<file path="config.mk">
export PLATFORM = sky130hd
export DESIGN_NAME = frame_counter
export DESIGN_NICKNAME = d
export VERILOG_FILES = /design/src/rtl/frame_counter_pkg.sv /design/src/rtl/frame_counter_toggle_sync.sv /design/src/rtl/frame_counter.sv
export SDC_FILE = /design/constraint.sdc
export NUM_CORES = 1
export LEC_CHECK = 0
export ABC_CLOCK_PERIOD_IN_PS = 1700
export CELL_PAD_IN_SITES_DETAIL_PLACEMENT = 0
export CELL_PAD_IN_SITES_GLOBAL_PLACEMENT = 2
export CORE_MARGIN = 2
export CORE_UTILIZATION = 33
export CTS_BUF_LIST = sky130_fd_sc_hd__clkbuf_8
export DETAILED_ROUTE_END_ITERATION = 6
export GPL_TIMING_DRIVEN = 0
export PLACE_DENSITY = 0.81
export SLEW_MARGIN = 15
export SYNTH_ARGS = -nofsm -noshare
export SYNTH_HDL_FRONTEND = slang
export SYNTH_SLANG_ARGS = --single-unit
export TNS_END_PERCENT = 30
</file>
<file path="constraint.sdc">
create_clock -name clk -period 1.7 [get_ports clk]
set_input_delay 0.17 -clock clk [delete_from_list [all_inputs] [get_ports clk]]
set_output_delay 0.17 -clock clk [all_outputs]
set_load 0.05 [all_outputs]
</file>
<file path="src/rtl/frame_counter_pkg.sv">
// Shared definitions for the APU frame sequencer: default step indices,
// $4017 bit positions and the debug step encoding.
package frame_counter_pkg;

  localparam int DEF_STEP1 = 7457;
  localparam int DEF_STEP2 = 14913;
  localparam int DEF_STEP3 = 22371;
  localparam int DEF_STEP4 = 29829;
  localparam int DEF_STEP5 = 37281;
  localparam int DEF_CW    = 16;

  localparam int MODE_BIT    = 7;
  localparam int INHIBIT_BIT = 6;

  typedef enum logic [2:0] {
    STEP_NONE = 3'd0,
    STEP_Q1   = 3'd1,
    STEP_H2   = 3'd2,
    STEP_Q3   = 3'd3,
    STEP_H4   = 3'd4,
    STEP_H5   = 3'd5
  } frame_step_e;

endpackage

</file>
<file path="src/rtl/frame_counter_toggle_sync.sv">
// Brings a toggle-per-event signal from another clock domain into clk and
// turns each toggle into a single-cycle pulse.
module frame_counter_toggle_sync (
  input  logic clk,
  input  logic rst,
  input  logic toggle,
  output logic pulse
);

  logic [1:0] sync;

  // Two-flop synchroniser followed by a registered edge compare of the two stages
  always_ff @(posedge clk or posedge rst) begin
    if (rst) begin
      sync  <= 2'b00;
      pulse <= 1'b0;
    end else begin
      sync  <= {sync[0], toggle};
      pulse <= sync[1] ^ sync[0];
    end
  end

endmodule

</file>
<file path="src/rtl/frame_counter.sv">
// APU frame sequencer: divides the CPU-rate clock into quarter-frame and
// half-frame strobes, supports 4-step and 5-step modes and raises the frame IRQ.
module frame_counter
  import frame_counter_pkg::*;
#(
  parameter int STEP1 = DEF_STEP1,
  parameter int STEP2 = DEF_STEP2,
  parameter int STEP3 = DEF_STEP3,
  parameter int STEP4 = DEF_STEP4,
  parameter int STEP5 = DEF_STEP5,
  parameter int CW    = DEF_CW
) (
  input  logic       clk,
  input  logic       rst,
  input  logic [7:0] reg_4017,
  input  logic       reg_change,
  input  logic       irq_clear,
  output logic       enable_240hz,
  output logic       enable_120hz,
  output logic       frame_irq,
  output logic [2:0] frame_step
);

  localparam logic [CW-1:0] C_STEP1 = CW'(STEP1);
  localparam logic [CW-1:0] C_STEP2 = CW'(STEP2);
  localparam logic [CW-1:0] C_STEP3 = CW'(STEP3);
  localparam logic [CW-1:0] C_STEP4 = CW'(STEP4);
  localparam logic [CW-1:0] C_STEP5 = CW'(STEP5);

  logic          write_pulse;
  logic          write_evt;
  logic          mode;
  logic          inhibit;
  logic [CW-1:0] count;
  frame_step_e   step_q;
  logic          unused_bits;

  // Only the mode and inhibit bits of $4017 matter to the sequencer
  assign unused_bits = ^reg_4017[5:0];
  assign frame_step  = step_q;

  frame_counter_toggle_sync u_write_sync (
    .clk    (clk),
    .rst    (rst),
    .toggle (reg_change),
    .pulse  (write_pulse)
  );

  // Extra register stage so the write lands a fixed three clocks after the toggle
  always_ff @(posedge clk or posedge rst) begin
    if (rst) begin
      write_evt <= 1'b0;
    end else begin
      write_evt <= write_pulse;
    end
  end

  // Cycle counter, step decode, registered strobes and the frame IRQ flag
  always_ff @(posedge clk or posedge rst) begin
    if (rst) begin
      count        <= '0;
      mode         <= 1'b0;
      inhibit      <= 1'b0;
      enable_240hz <= 1'b0;
      enable_120hz <= 1'b0;
      frame_irq    <= 1'b0;
      step_q       <= STEP_NONE;
    end else begin
      enable_240hz <= 1'b0;
      enable_120hz <= 1'b0;
      if (write_evt) begin
        mode    <= reg_4017[MODE_BIT];
        inhibit <= reg_4017[INHIBIT_BIT];
        count   <= '0;
        step_q  <= STEP_NONE;
        if (reg_4017[MODE_BIT]) begin
          enable_240hz <= 1'b1;
          enable_120hz <= 1'b1;
        end
        if (reg_4017[INHIBIT_BIT] || irq_clear) begin
          frame_irq <= 1'b0;
        end
      end else begin
        count <= count + CW'(1);
        if (irq_clear) begin
          frame_irq <= 1'b0;
        end
        if (count == C_STEP1) begin
          enable_240hz <= 1'b1;
          step_q       <= STEP_Q1;
        end else if (count == C_STEP2) begin
          enable_240hz <= 1'b1;
          enable_120hz <= 1'b1;
          step_q       <= STEP_H2;
        end else if (count == C_STEP3) begin
          enable_240hz <= 1'b1;
          step_q       <= STEP_Q3;
        end else if (count == C_STEP4) begin
          step_q <= STEP_H4;
          if (!mode) begin
            enable_240hz <= 1'b1;
            enable_120hz <= 1'b1;
            count        <= '0;
            if (!inhibit) begin
              frame_irq <= 1'b1;
            end
          end
        end else if (count == C_STEP5 && mode) begin
          enable_240hz <= 1'b1;
          enable_120hz <= 1'b1;
          step_q       <= STEP_H5;
          count        <= '0;
        end
      end
    end
  end

endmodule

</file>
==> results of run 1 <==
==> timing repair <==
action	4_1_cts	5_1_grt
setup buffers	6	10
hold buffers	0	0
gates resized for setup	14	24
pin swaps	3	8
cloned	1	0
setup endpoints to repair	18	21
==> power by group <==
group / switching, uW / internal (uW) / leakage, uW
clock: 222 / 316 / 0.0000357
sequential: 32.7 / 697 / 0.000366
combinational: 104 / 110 / 0.000407
==> final timing paths <==
kind                                                  end  cells after the start  slack (ps)
setup reg to reg                      count[15]$_DFF_PP0_                      6          30
hold reg to reg                       write_evt$_DFF_PP0_                      0         360
min in group clk           u_write_sync.sync[0]$_DFF_PP0_                      1         320
setup / recovery                      count[15]$_DFF_PP0_                      6          30
hold / removal             u_write_sync.sync[0]$_DFF_PP0_                      2         300
max in group asynchronous              count[2]$_DFF_PP0_                      2         890
==> final cells by class <==
cell class,count,area (sq um),share of cell area
Timing Repair Buffer,28,265,0.132
Buffer,5,42.5,0.0212
Clock buffer,3,41.3,0.0205
Multi-Input combinational cell,95,827,0.411
Clock inverter,1,30.0,0.0149
Inverter,9,33.8,0.0168
Sequential cell,28,706,0.351
Tap cell,52,65.1,0.0324
==> state kept, by name, indices dropped and copies added (netlist names) <==
name,flops
count,16
enable_120hz,1
enable_240hz,1
frame_irq,1
frame_step,3
inhibit,1
mode,1
u_write_sync.pulse,1
u_write_sync.sync,2
write_evt,1
==> through the flow <==
step / setup TNS, ps / area (sq um) / total power (uW) / utilization / cells
final: 0 / 2010 / 1480 / 0.465 / 221
after global routing: -161 / 2010 / 1550 / 0.465 / 221
after CTS: 0 / 1830 / 1440 / 0.422 / 211
after detailed placement: -2410 / 1640 / 875 / 0.380 / 200
after global placement: -1910 / 1640 / 870 / 0.380 / 200
after floorplan: 0 / 1470 / 826 / - / 137
==> logic make-up after synthesis <==
kind of cell | synth area share
xor+xnor | 0.0835
simple gates | 0.269
flops | 0.477
fa+ha+maj | 0.0170
buf+inv | 0.0520
mux | 0.00767
compound gates | 0.0929
==> metal layers <==
metal  global-route usage  part of all wire
met5                    0                 0
met4               0.0440             0.014
met3               0.0256             0.021
met2                0.235              0.50
met1                0.175              0.46
==> layout by cell type, fill, tap and decap left out, drive strengths merged, types with 2 or more instances in the layout <==
master         Yosys  routed
and4bb             4       4
nor3               5       5
nand2              5       5
nor2              20      20
a21oi              2       2
xnor2             12      12
nand3              5       5
nand4              6       6
inv                9       8
buf                4      21
clkdlybuf4s50      0      11
o21ai              4       4
or3                2       2
o221ai             2       2
ha                 2       2
clkbuf             1       4
and4               3       3
dfrtp             28      28
nor4               5       5
xor2               2       2
==> worst register-to-register path, stage by stage, from the launching register on <==
cell     delay (ps)
dfrtp_1         400
buf_4           130
buf_4           100
nand4_4         130
or3_4           350
or3_1           360
a21oi_2         130
==> results.md, run 1 <==
STA:
- The minimum period implied by the final worst setup slack is between 1500 and 2000 ps.
- The number of pins with negative max-slew slack in the final report is 0.
- Across the routed clock network, the largest skew measured is between 2 and 3 ps.
- Setup repair after global routing could not meet its margin everywhere.
- The final setup violation count is 0.
- The normalized max-slew margin is 0.315.
- The final-report hold violation count is 0.
- The transition at the pin with the smallest max-transition slack is between 1000 and 1500 ps.
- The final worst hold slack is ~300 ps.
- Derived from the worst setup path, the maximum achievable clock frequency is 0.599 GHz.
- The part of the cycle the worst path needs is 0.982.
- The final worst setup slack is slightly below 30 ps.

Finish:
- The layout net count is roughly 180.
- The layout overhead on the synthesized area is 37.0%.
- The share of layout cells above drive strength 1 is 0.361.
- The number of inserted diodes is 0.
- Fill cells in the final layout number around 420.

Die:
- The initial cell density of the core is 0.339.
- The core region area is roughly 0.0043 sq mm.
- The floorplan die area is around 0.005 sq mm.
- The number of rows in the core area is 24.
- During I/O placement, the number of pins put on the boundary was 18.
- The width of the chip is 70.7 um.
- In this run the vertical extent of the chip is approximately 70 um.

Drt:
- The average routed wire per standard cell is 14.3 um.
- Dividing the detail-routed via count by the number of cells gives between 5 and 6.
- The final layout contains routed wiring with a total length of about 3200 um.
- After the first detailed-routing iteration, the DRC count stood at 72.
- Before antenna repair, the detailed router went through 4 iterations.
- The residual DRC count is 0.
- The overall via count from detail_route is 1142.
- The final antenna-violating net count is 0.

Setup path:
- The cell family with the largest share of critical-path delay is simple AND/OR/NAND/NOR gates.
- The setup path with the least slack is of type flop to flop.
- Along the worst path, the maximum fanout reaches 5.
- The timing startpoint of the critical path is count[1]$_DFF_PP0_.
- The required time of the worst setup path is 1920 ps.
- Walking the worst path, the cells encountered are buf_4 -> buf_4 -> nand4_4 -> or3_4 -> or3_1 -> a21oi_2.
- STA puts the critical path data arrival time at 1890 ps.
- The nature of the critical path endpoint is a flop.
- In this design, the critical path's most frequently occurring cell is buf_4.
- The largest single stage delay on the critical path is 400 ps.
- The slowest library cell on the worst path is dfrtp_1.
- The start of the worst register-to-register path is count[1]$_DFF_PP0_.
- The worst setup path is launched from a flop.
- The number of buffers and inverters on the critical path is 2.

Clocking:
- For the worst-skew pair, the clock arrives at the later sink with an insertion delay of ~280 ps.
- Clock-pin slew was measured on the worst setup and hold paths at approximately 100 ps.
- The root buffer cell is clkbuf_8.
- The depth of the CTS H-tree is 1.
- Counting the buffers created by CTS gives 3.
- The clock tree from TritonCTS is yes.
- The deepest clock path buffer count is 2.
- The number of sinks on the clock net is 28.

GRT:
- The global-route wire length before repair is 5490 um.
- The initial antenna violation count is 0.
- Entering global routing, the biggest net connects 29 pins.
- The total grt overflow is 0.
- The via count of the first global-routing pass is 1147.
- The global router's overall resource usage is 0.137.

Logic synthesis:
- The synthesized area per cell is between 10 and 15 sq um.
- The share of async-settable or async-resettable flops after synthesis is 1.00.
- Ranked by instance count, the synthesized netlist is headed by 28 x dfrtp_1, 20 x nor2_1, 12 x xnor2_1.
- The Yosys step of the flow raised 0 warnings.
- The share of the Yosys chip area taken by registers is 0.477.
- Synthesis inferred 28 register bits.
- By instance count, the leading cell after synthesis is dfrtp_1.
- After synthesis, the cell types taking the most area are dfrtp_1 48%, xnor2_1 7.2%, nor2_1 5.1%, and4bb_2 3.4%, nand4_4 2.9%.
- Of all cell types, the one taking the most synthesized area is dfrtp_1.
- After technology mapping, the gate count stands at between 100 and 150.
- The synthesized net count is about 150.
- For this run, the leading register cell type out of synthesis is dfrtp_1.
- The share of synthesized area in the top cell type comes to 0.477.
- The mapped netlist covers about 0.0015 sq mm.
- Counting distinct cell types in the post-synthesis netlist gives 41.
- In this run, synthesis inferred 0 flip-flops with an integrated enable.

Status:
- The run finished with clean final reports.

Power:
- The ratio of total power to cell area is about 740 mW/mm^2.
- VDD sags by at most roughly 0.43 mV.
- The leakage power total is about 0.0008 uW.

Flow run:
- The max-cap violation count is 0.

Placement:
- Input and output buffers added on the ports amount to 11.
- Detailed placement finished with a half-perimeter wire length of 2110 um.
- The minimum setup slack after placement is -205 ps.
- The final weighted congestion in routability-driven placement is between 0.7 and 0.8.

Worst hold path:
- The classification of the worst-slack hold path is input port to asynchronous set/reset pin.
No activity file was read; power rests on OpenSTA's default activity.
==> inputs of run 2 (changes only) <==
--- a/config.mk
+++ b/config.mk
@@ -13,7 +13,7 @@
 export CTS_BUF_LIST = sky130_fd_sc_hd__clkbuf_8
 export DETAILED_ROUTE_END_ITERATION = 6
 export GPL_TIMING_DRIVEN = 0
-export PLACE_DENSITY = 0.81
+export PLACE_DENSITY_LB_ADDON = 0.1
 export SLEW_MARGIN = 15
 export SYNTH_ARGS = -nofsm -noshare
 export SYNTH_HDL_FRONTEND = slang
==> results.md, run 2 (synthesized netlist as in run 1, its figures left out) <==
Setup path:
- The longest individual stage delay on the worst path is 440 ps (+40 ps).
- The largest driver fanout on the critical path is 5 (unchanged).
- The critical path is of the flop to flop type.
- The data arrival at the endpoint of the critical path is 1810 ps (-80 ps).
- The nature of the critical path endpoint is a flop.
- The signal on the critical path passes through ha_1 -> and4bb_4 -> nand3_4 -> o221ai_4 -> buf_6 -> nor2_1.
- The required time of the worst setup path is 1880 ps (-40 ps).
- STA classifies the critical path startpoint as a flop.
- The slowest library cell on the worst path is dfrtp_2.
- The buffering stage count on the worst path with inverters included is 1 (-1).
- The cell family with the largest share of critical-path delay is flip-flops.

Clocking:
- The cts-stage hold buffer count is 0 (unchanged).
- TritonCTS built the clock tree.
- The number of sinks on the clock net came to 28 (unchanged).
- The deepest clock path buffer count is 2 (unchanged).
- The latest clock arrival within the worst-skew pair is 280 ps (about the same).
- The tree is rooted in a clkbuf_8.
- The clock edge transition at the registers on the reported setup and hold paths is 100 ps (about the same).
- The depth of the CTS H-tree is 1 (unchanged).
- The CTS buffer count came to 3 (unchanged).

STA:
- The final setup violation count is 0 (unchanged).
- The final worst hold slack is 274 ps (-25.9 ps).
- The part of the cycle the worst path needs was 0.959 (-0.0235).
- The final worst setup slack is 69.7 ps (+40.0 ps).
- Setup repair after global routing could not meet its margin everywhere.
- The number of pins with negative max-slew slack in the final report is 0 (unchanged).
- The final-report hold violation count is 0 (unchanged).
- The normalized max-slew margin is 0.587 (+0.272).
- The maximum operating frequency is 0.613 GHz (+2.5%).
- The minimum period implied by the final worst setup slack is 1630 ps (-40.0 ps).
- The transition at the pin with the smallest max-transition slack is 619 ps (-402 ps).
- The setup clock skew after layout is 2.43 ps (-0.442 ps).

GRT:
- The total grt overflow is 0 (unchanged).
- The largest net degree at the start of global routing came to 29 (unchanged).
- The via count of the first global-routing pass is 1089 (-5.1%).
- The global-route wire length before repair is 5470 um (-0.38%).
- The initial antenna violation count was 0 (unchanged).
- The global router's overall resource usage is 0.137 (-0.000299).

Finish:
- The share of layout cells above drive strength 1 is 0.261 (-0.100).
- The count of non-filler cells in the finished layout is 213 (-3.6%).
- The number of flip-flops in the largest register is 16 (unchanged).
- The register with the highest flop count is count.
- The area growth from synthesis to layout is 25.8%.
- The number of inserted diodes is 0 (unchanged).
- The library cell used most frequently in the layout, excluding fill and tap cells, is dfrtp_1.
- In the layout the commonest cells are 24 x dfrtp_1, 20 x nor2_1, 12 x xnor2_1, 11 x clkdlybuf4s50_1, 8 x inv_1.
- The post-route standard cell area excluding fillers is 0.00185 sq mm (-8.2%).
- The layout net count is 176 (-4.3%).

Drt:
- The residual DRC count came to 0 (unchanged).
- The post-detailed-route via-to-cell ratio came to 5.09 (-1.5%).
- The number of violations reported at the end of detailed-routing iteration 0 is 98 (+36%).
- The final antenna-violating net count is 0 (unchanged).
- The average routed wire per standard cell is 14.5 um (+1.0%).
- The total wirelength of the detailed-routed design is 3090 um (-2.6%).
- The number of detailed-route iterations in the first pass is 4 (unchanged).
- The overall via count from detail_route was 1084 (-5.1%).

Die:
- The count of pins on the block boundary came to 18 (unchanged).
- The number of rows in the core area is 24 (unchanged).
- The core region area is 0.00432 sq mm (unchanged).
- The vertical die dimension is 70.7 um (unchanged).
- The floorplan die area is 0.00500 sq mm (unchanged).
- The initial cell density of the core came to 0.339 (unchanged).
- The width of the chip is 70.7 um (unchanged).

Placement:
- The post-placement cell count is 200 (unchanged).
- The half-perimeter wire length after detailed placement was 2090 um (-1.1%).
- The number of port buffers is 11 (unchanged).
- The area of placed instances was 0.00164 sq mm (unchanged).
- The final weighted congestion in routability-driven placement is 0.771 (-0.32%).
- The minimum setup slack after placement was -244 ps (-38.6 ps).

Power:
- The overall power came to 1330 uW (-10%).
- The ratio of total power to cell area came to 721 mW/mm^2 (-2.1%).
- The leakage power total is 0.000759 uW (-6.2%).
- The maximum resistive drop on vdd is 0.292 mV (-32%).

Status:
- The run finished with clean final reports.

Flow run:
- The max-cap violation count was 0 (unchanged).

Worst hold path:
- The worst hold path belongs to the class input port to asynchronous set/reset pin.
[run 2: changes by cell type in the layout (fill, tap and decap cells not counted), sizes merged]
| cell | before | now |
|---|---|---|
| buf | 21 | 13 |
| bufinv | 1 | 0 |
| clkbuf | 4 | 5 |
| clkinv | 1 | 0 |
| inv | 8 | 9 |
[run 2: layout make-up]
cell class	instances	area [sq um]
Inverter	9	33.8
Multi-Input combinational cell	95	759
Clock buffer	4	55.1
Tap cell	52	65.1
Fill cell	440	2480
Buffer	5	42.5
Sequential cell	28	706
Timing Repair Buffer	20	185
[run 2: what timing repair did]
| action | in CTS | in global routing |
|---|---|---|
| pin swaps | 1 | 2 |
| gates cloned | 1 | 0 |
| setup buffers | 5 | 3 |
| gates resized for setup | 8 | 11 |
| endpoints found under the setup margin | 19 | 18 |
[run 2: metal layers]
metal / vias to the layer above / wire length (um) / GRT usage
li1: 538 / - / -
met1: 528 / 1560 / 0.201
met2: 14 / 1430 / 0.213
met3: 4 / 65 / 0.0171
met4: 0 / 32 / 0.0377
met5: - / 0 / 0
[run 2: report_power, final]
part / internal [uW] / switching (uW)
clock: 208 / 220
combinational: 82.5 / 90.2
sequential: 697 / 35.2
total: 987 / 345
[run 2: per-stage QoR]
step | setup TNS, ps | util
floorplan | 0 | -
global placement | -2640 | 0.380
detailed placement | -2920 | 0.380
CTS | 0 | 0.411
global route | -122 | 0.427
finish | 0 | 0.427
[run 2: worst paths after layout]
check                           depth (start not counted)                        endpoint                         start  slack (ps)
worst max register to register                          6             count[14]$_DFF_PP0_            count[0]$_DFF_PP0_          70
max in group asynchronous                               2              count[9]$_DFF_PP0_                           rst         990
worst min register to register                          0             write_evt$_DFF_PP0_  u_write_sync.pulse$_DFF_PP0_         370
worst max-delay path                                    6             count[14]$_DFF_PP0_            count[0]$_DFF_PP0_          70
min in group clk                                        1  u_write_sync.sync[0]$_DFF_PP0_                    reg_change         320
worst min-delay path                                    2           frame_irq$_DFFE_PP0P_                           rst         270
